[config.mk]
export PLATFORM = sky130hd
export DESIGN_NAME = program_mem_arbiter
export DESIGN_NICKNAME = d
export VERILOG_FILES = /design/src/rtl/gpu_mem_pkg.sv /design/src/rtl/rr_picker.sv /design/src/rtl/program_mem_arbiter.sv
export SDC_FILE = /design/constraint.sdc
export NUM_CORES = 1
export LEC_CHECK = 0
export BUFFER_PORTS_ARGS = -buffer_cell sky130_fd_sc_hd__buf_2
export CORE_MARGIN = 2
export CORE_UTILIZATION = 40
export CTS_CLUSTER_SIZE = 10
export DETAILED_ROUTE_END_ITERATION = 8
export PLACE_DENSITY = 0.65
export SLEW_MARGIN = 20
export SYNTH_ARGS = -nofsm -noshare
export SYNTH_HDL_FRONTEND = slang
export SYNTH_SLANG_ARGS = --single-unit
[constraint.sdc]
create_clock -name clk -period 2.15 [get_ports clk]
set_input_delay 0.215 -clock clk [delete_from_list [all_inputs] [get_ports clk]]
set_output_delay 0.215 -clock clk [all_outputs]
set_load 0.05 [all_outputs]
[src/rtl/gpu_mem_pkg.sv]
// Shared types and default widths for the program-memory path.
package gpu_mem_pkg;

  typedef enum logic [1:0] {IDLE, REQUEST, RESPOND, RELEASE} arb_state_t;

  localparam int PROG_MEM_ADDR_BITS = 8;
  localparam int PROG_MEM_DATA_BITS = 16;

  // Index width for a consumer count; at least one bit even for a single consumer.
  function automatic int idx_bits(input int n);
    return (n > 1) ? $clog2(n) : 1;
  endfunction

endpackage

[src/rtl/rr_picker.sv]
// Combinational round-robin picker: first set request at or after rr_ptr, wrapping modulo NUM_CONSUMERS.
module rr_picker
  import gpu_mem_pkg::*;
#(
  parameter int NUM_CONSUMERS = 4,
  parameter int IDX_W         = idx_bits(NUM_CONSUMERS)
) (
  input  logic [NUM_CONSUMERS-1:0] req,
  input  logic [IDX_W-1:0]         rr_ptr,
  output logic                     grant_found,
  output logic [IDX_W-1:0]         grant_idx
);

  // One extra bit so rr_ptr + offset never overflows before the modulo fold.
  logic [IDX_W:0] cand;

  always_comb begin
    grant_found = 1'b0;
    grant_idx   = '0;
    cand        = '0;
    for (int i = 0; i < NUM_CONSUMERS; i++) begin
      cand = {1'b0, rr_ptr} + (IDX_W+1)'(i);
      if (cand >= (IDX_W+1)'(NUM_CONSUMERS)) cand = cand - (IDX_W+1)'(NUM_CONSUMERS);
      if (!grant_found && req[cand[IDX_W-1:0]]) begin
        grant_found = 1'b1;
        grant_idx   = cand[IDX_W-1:0];
      end
    end
  end

endmodule

[src/rtl/program_mem_arbiter.sv]
// Round-robin arbiter sharing the single program-memory read port among fetchers,
// one outstanding read at a time, presenting each fetcher a private ask/get handshake.
module program_mem_arbiter
  import gpu_mem_pkg::*;
#(
  parameter  int NUM_CONSUMERS = 4,
  parameter  int ADDR_BITS     = PROG_MEM_ADDR_BITS,
  parameter  int DATA_BITS     = PROG_MEM_DATA_BITS,
  localparam int IDX_W         = idx_bits(NUM_CONSUMERS)
) (
  input  logic                                    clk,
  input  logic                                    reset,
  input  logic [NUM_CONSUMERS-1:0]                consumer_read_valid,
  input  logic [NUM_CONSUMERS-1:0][ADDR_BITS-1:0] consumer_read_address,
  output logic [NUM_CONSUMERS-1:0]                consumer_read_ready,
  output logic [NUM_CONSUMERS-1:0][DATA_BITS-1:0] consumer_read_data,
  output logic                                    mem_read_valid,
  output logic [ADDR_BITS-1:0]                    mem_read_address,
  input  logic                                    mem_read_ready,
  input  logic [DATA_BITS-1:0]                    mem_read_data,
  output logic                                    busy,
  output logic [IDX_W-1:0]                        grant_id
);

  arb_state_t       state, state_next;
  logic [IDX_W-1:0] rr_ptr;
  logic [IDX_W-1:0] ptr_next;
  logic [IDX_W-1:0] pick_idx;
  logic             pick_found;
  logic             granted_valid;
  logic             load_grant;
  logic             capture;
  logic             release_done;

  rr_picker #(
    .NUM_CONSUMERS(NUM_CONSUMERS),
    .IDX_W        (IDX_W)
  ) u_picker (
    .req        (consumer_read_valid),
    .rr_ptr     (rr_ptr),
    .grant_found(pick_found),
    .grant_idx  (pick_idx)
  );

  assign granted_valid = consumer_read_valid[grant_id];
  assign ptr_next      = (grant_id == IDX_W'(NUM_CONSUMERS - 1)) ? '0 : grant_id + IDX_W'(1);

  always_ff @(posedge clk or negedge reset) begin
    if (!reset) state <= IDLE;
    else        state <= state_next;
  end

  // RELEASE waits for the served fetcher to drop its ask so a lingering valid is not served twice.
  always_comb begin
    state_next = state;
    case (state)
      IDLE:    if (pick_found)     state_next = REQUEST;
      REQUEST: if (mem_read_ready) state_next = RESPOND;
      RESPOND:                     state_next = RELEASE;
      RELEASE: if (!granted_valid) state_next = IDLE;
      default:                     state_next = IDLE;
    endcase
  end

  // Handshake outputs decode the state register only, so no input reaches an output combinationally.
  always_comb begin
    load_grant          = (state == IDLE) && pick_found;
    capture             = (state == REQUEST) && mem_read_ready;
    release_done        = (state == RELEASE) && !granted_valid;
    busy                = (state != IDLE);
    mem_read_valid      = (state == REQUEST);
    consumer_read_ready = '0;
    if (state == RESPOND) consumer_read_ready[grant_id] = 1'b1;
  end

  always_ff @(posedge clk or negedge reset) begin
    if (!reset) begin
      rr_ptr             <= '0;
      grant_id           <= '0;
      mem_read_address   <= '0;
      consumer_read_data <= '0;
    end else begin
      if (load_grant) begin
        grant_id         <= pick_idx;
        mem_read_address <= consumer_read_address[pick_idx];
      end
      if (capture)      consumer_read_data[grant_id] <= mem_read_data;
      if (release_done) rr_ptr                       <= ptr_next;
    end
  end

endmodule

==> impl_results.html <==
<table>
<tr><th>Metric</th><th>Value</th></tr>
<tr><th colspan="2">Status</th></tr>
<tr><td>Status</td><td>finished, final reports clean</td></tr>
<tr><th colspan="2">Clock network</th></tr>
<tr><td>Level count of the clock H-tree</td><td>3</td></tr>
<tr><td>Clock Root Buffer</td><td>sky130_fd_sc_hd__clkbuf_8</td></tr>
<tr><td>CTS clock-pin slew for the worst setup and hold paths</td><td>0.08 ns</td></tr>
<tr><td>Worst-Skew Late Latency</td><td>0.34 ns</td></tr>
<tr><td>CTS Hold Buffers Added</td><td>1</td></tr>
<tr><td>CTS sink cnt</td><td>78</td></tr>
<tr><td>Number of buffers created by CTS</td><td>9</td></tr>
<tr><td>Quantity of gates resized following cts</td><td>0</td></tr>
<tr><td>Clock buffer depth</td><td>2</td></tr>
<tr><td>Postcts setup bufs</td><td>0</td></tr>
<tr><td>TritonCTS clock tree</td><td>done</td></tr>
<tr><th colspan="2">Logic synthesis</th></tr>
<tr><td>Average cell area after synthesis</td><td>14.28 µm²</td></tr>
<tr><td>Library cell with the largest summed area after synthesis</td><td>sky130_fd_sc_hd__dfrtp_1</td></tr>
<tr><td>Number of unique standard cell types used by synthesis</td><td>30</td></tr>
<tr><td>Predominant post-synthesis flop cell</td><td>sky130_fd_sc_hd__dfrtp_1</td></tr>
<tr><td>Post-synth top area share</td><td>57.93%</td></tr>
<tr><td>Flop and latch count out of synthesis</td><td>78</td></tr>
<tr><td>FFs w/ async S/R, synth</td><td>100.0%</td></tr>
<tr><td>Gate count after technology mapping</td><td>236</td></tr>
<tr><td>Total standard cell area after synthesis</td><td>3369 µm²</td></tr>
<tr><td>Count of flip-flops with a built-in enable after synthesis</td><td>0</td></tr>
<tr><td>Cell types with the largest area share after synthesis</td><td>sky130_fd_sc_hd__dfrtp_1 (58%), sky130_fd_sc_hd__mux2_2 (22%), sky130_fd_sc_hd__mux2i_1 (5.1%)</td></tr>
<tr><td>Syn. warnings</td><td>0</td></tr>
<tr><td>Fraction of the yosys area taken by sequential cells</td><td>57.93%</td></tr>
<tr><td>Post-Syn Nets</td><td>299</td></tr>
<tr><th colspan="2">Placed design</th></tr>
<tr><td>Global placement routability congestion</td><td>0.7714</td></tr>
<tr><td>Half-perimeter wire length after detailed placement</td><td>5485 µm</td></tr>
<tr><td>Port Buffers</td><td>134</td></tr>
<tr><th colspan="2">Setup path</th></tr>
<tr><td>Number of cells traversed by the worst register-to-register path</td><td>4</td></tr>
<tr><td>Flop2flop setup slack</td><td>0.33 ns</td></tr>
<tr><td>Largest fanout on the critical path</td><td>7</td></tr>
<tr><td>Worst setup SP type</td><td>flop</td></tr>
<tr><td>Endpoint arrival time on the critical path</td><td>2.07 ns</td></tr>
<tr><td>Critical R2R Capture</td><td>state[0]$_DFFE_PN0P_</td></tr>
<tr><td>Critical path data required time</td><td>2.40 ns</td></tr>
<tr><td>Endpoint kind of the worst setup timing path</td><td>flop</td></tr>
<tr><td>Crit Path Category</td><td>flop to flop</td></tr>
<tr><td>R2r startpoint</td><td>grant_id[0]$_DFFE_PN0P_</td></tr>
<tr><th colspan="2">STA</th></tr>
<tr><td>Minimum period implied by the final worst setup slack</td><td>1.815 ns</td></tr>
<tr><td>Slew Limit Headroom</td><td>67.32%</td></tr>
<tr><td>Sum of negative setup slack</td><td>0 ns</td></tr>
<tr><td>Maximum achievable frequency</td><td>551.0 MHz</td></tr>
<tr><td>Final count of hold timing violations</td><td>0</td></tr>
<tr><td>Final setup vio count</td><td>0</td></tr>
<tr><td>Number of max-slew violations in the final report</td><td>0</td></tr>
<tr><td>Tightest Pin Transition</td><td>0.4902 ns</td></tr>
<tr><td>Fin Clk Skew</td><td>0.008316 ns</td></tr>
<tr><td>Unrepaired setup endpoints after global routing</td><td>false</td></tr>
<tr><td>Portion of the clock cycle consumed by the worst path in the final layout</td><td>84.42%</td></tr>
<tr><th colspan="2">Layout</th></tr>
<tr><td>Number of nets in the final layout</td><td>441</td></tr>
<tr><td>N_diodes</td><td>0</td></tr>
<tr><td>Core utilization of the finished layout</td><td>53.87%</td></tr>
<tr><td>Layout overhead on the synthesized area</td><td>30.71%</td></tr>
<tr><td>Share of cells above drive strength 1</td><td>58.64%</td></tr>
<tr><th colspan="2">Global routing</th></tr>
<tr><td>Global-route wire length before repair</td><td>11370 µm</td></tr>
<tr><td>Initial antenna violation count</td><td>0</td></tr>
<tr><td>Global-route usage over all layers</td><td>16.37%</td></tr>
<tr><td>Final global-route overflow total</td><td>0</td></tr>
<tr><td>Vias in the first global route</td><td>2351</td></tr>
<tr><td>Largest net degree at the start of global routing</td><td>43</td></tr>
<tr><th colspan="2">Floorplan</th></tr>
<tr><td>Number of cell rows</td><td>33</td></tr>
<tr><td>Area of the die</td><td>9174 µm²</td></tr>
<tr><td>Die X</td><td>95.78 µm</td></tr>
<tr><td>I/O pin count</td><td>135</td></tr>
<tr><td>Initial standard-cell utilization of the core</td><td>41.22%</td></tr>
<tr><td>CORE AREA</td><td>8175 µm²</td></tr>
<tr><td>Die height</td><td>95.78 µm</td></tr>
<tr><th colspan="2">Route</th></tr>
<tr><td>Routed via count divided by cell count</td><td>4.895</td></tr>
<tr><td>DRC marker count from the first detailed-route iteration</td><td>81</td></tr>
<tr><td>Number of nets with antenna violations after routing</td><td>0</td></tr>
<tr><td>Total number of vias</td><td>2384</td></tr>
<tr><td>WL/cell</td><td>15.35 µm</td></tr>
<tr><td>DR DRC count</td><td>0</td></tr>
<tr><td>Routed WL</td><td>7477 µm</td></tr>
<tr><td>Detailed-routing iteration count for the pre-antenna-repair pass</td><td>4</td></tr>
<tr><th colspan="2">Min path</th></tr>
<tr><td>Min-delay worst type</td><td>input pin to flop</td></tr>
<tr><td>Hold EP</td><td>consumer_read_data[33]$_DFFE_PN0P_</td></tr>
<tr><td>WHS Path Cells</td><td>2</td></tr>
<tr><td>Origin of the worst min-delay path</td><td>mem_read_data[1]</td></tr>
<tr><th colspan="2">Job</th></tr>
<tr><td>Max Cap Violations</td><td>0</td></tr>
</table>
[registers in the layout (all words and copies together) (netlist names)]
| signal | cells |
|---|---|
| consumer_read_data | 64 |
| grant_id | 2 |
| mem_read_address | 8 |
| rr_ptr | 2 |
| state | 2 |
[critical path, cell delays in order (launching register included)]
cell and delay, ns:
sky130_fd_sc_hd__dfrtp_1 0.49, sky130_fd_sc_hd__mux4_2 0.55, sky130_fd_sc_hd__a222oi_1 0.47, sky130_fd_sc_hd__o21ai_1 0.12
sky130_fd_sc_hd__o21ai_0 0.10
[worst max-delay path by stage]
stage	from	endpoint	slack [ns]	cells past startpoint
6_report	grant_id[0]$_DFFE_PN0P_	state[0]$_DFFE_PN0P_	0.33	4
5_1_grt	grant_id[0]$_DFFE_PN0P_	state[0]$_DFFE_PN0P_	0.20	4
4_1_cts	grant_id[0]$_DFFE_PN0P_	state[0]$_DFFE_PN0P_	0.33	4
3_5_place_dp	grant_id[0]$_DFFE_PN0P_	state[1]$_DFFE_PN0P_	0.38	3
3_3_place_gp	grant_id[0]$_DFFE_PN0P_	state[0]$_DFFE_PN0P_	0.42	4
2_1_floorplan	grant_id[0]$_DFFE_PN0P_	consumer_read_data[10]$_DFFE_PN0P_	0.17	5
[final cells by class]
class	instances	area (µm²)
sequential	78	1952
fill	730	3771
timing repair buffer	141	740.7
multi-input combinational	142	1338
clock inverter	5	82.58
tap	105	131.4
inverter	6	22.52
clock buffer	10	137.6
[per-layer routing]
layer  wire length, µm  GRT usage [%]  part of all wire, %
met1              3203          20.72                   43
met4                74          6.071                 0.99
met3               673          4.855                  9.0
met5                 0              0                    0
met2              3525          26.57                   47
[metrics by stage]
stage	hold WS [ns]	worst slack [ns]	instances	area, µm²
global placement	0.2108	0.4227	471	4174
detailed placement	0.2119	0.3822	471	4174
global route	0.1294	0.1952	487	4404
CTS	0.1218	0.3302	487	4404
finish	0.1423	0.3350	487	4404
floorplan	-0.08059	0.1653	236	3369
[cell families after synthesis]
logic type	Yosys count	share of synthesized area, %
multiplexers	83	27.44
AND/OR/NAND/NOR	32	4.716
flip-flops	78	57.93
buffers and inverters	16	2.376
AO/OA/AOI/OAI	19	4.567
adder cells (fa/ha/maj)	8	2.971
[cell usage in the layout (no fill, tap or decap), types with 2 or more instances in the layout]
master                      instances
sky130_fd_sc_hd__and2_1             4
sky130_fd_sc_hd__buf_2            133
sky130_fd_sc_hd__buf_4              6
sky130_fd_sc_hd__bufinv_16          2
sky130_fd_sc_hd__clkbuf_8          10
sky130_fd_sc_hd__dfrtp_1           78
sky130_fd_sc_hd__ha_1               8
sky130_fd_sc_hd__inv_1              6
sky130_fd_sc_hd__mux2_2            65
sky130_fd_sc_hd__mux2i_1           17
sky130_fd_sc_hd__nand2_1           13
sky130_fd_sc_hd__nand2b_1           5
sky130_fd_sc_hd__nand3_1            4
sky130_fd_sc_hd__nor2_1             2
sky130_fd_sc_hd__o21ai_0            3
sky130_fd_sc_hd__o221ai_1           8
[cell usage after synthesis (2+ instances only)]
cell and instances:
sky130_fd_sc_hd__buf_2 4, sky130_fd_sc_hd__mux2_2 65, sky130_fd_sc_hd__o221ai_1 8, sky130_fd_sc_hd__nand3_1 4, sky130_fd_sc_hd__o21ai_0 3, sky130_fd_sc_hd__and2_1 4, sky130_fd_sc_hd__nor2_1 2, sky130_fd_sc_hd__ha_1 8
sky130_fd_sc_hd__mux2i_1 17, sky130_fd_sc_hd__clkbuf_1 2, sky130_fd_sc_hd__buf_4 2, sky130_fd_sc_hd__nand2_1 13, sky130_fd_sc_hd__inv_1 6, sky130_fd_sc_hd__nand2b_1 5, sky130_fd_sc_hd__dfrtp_1 78
Power is left out: the tool's default activity adds up to more than one toggle a clock period on the data nets, which glitch-free logic cannot reach.
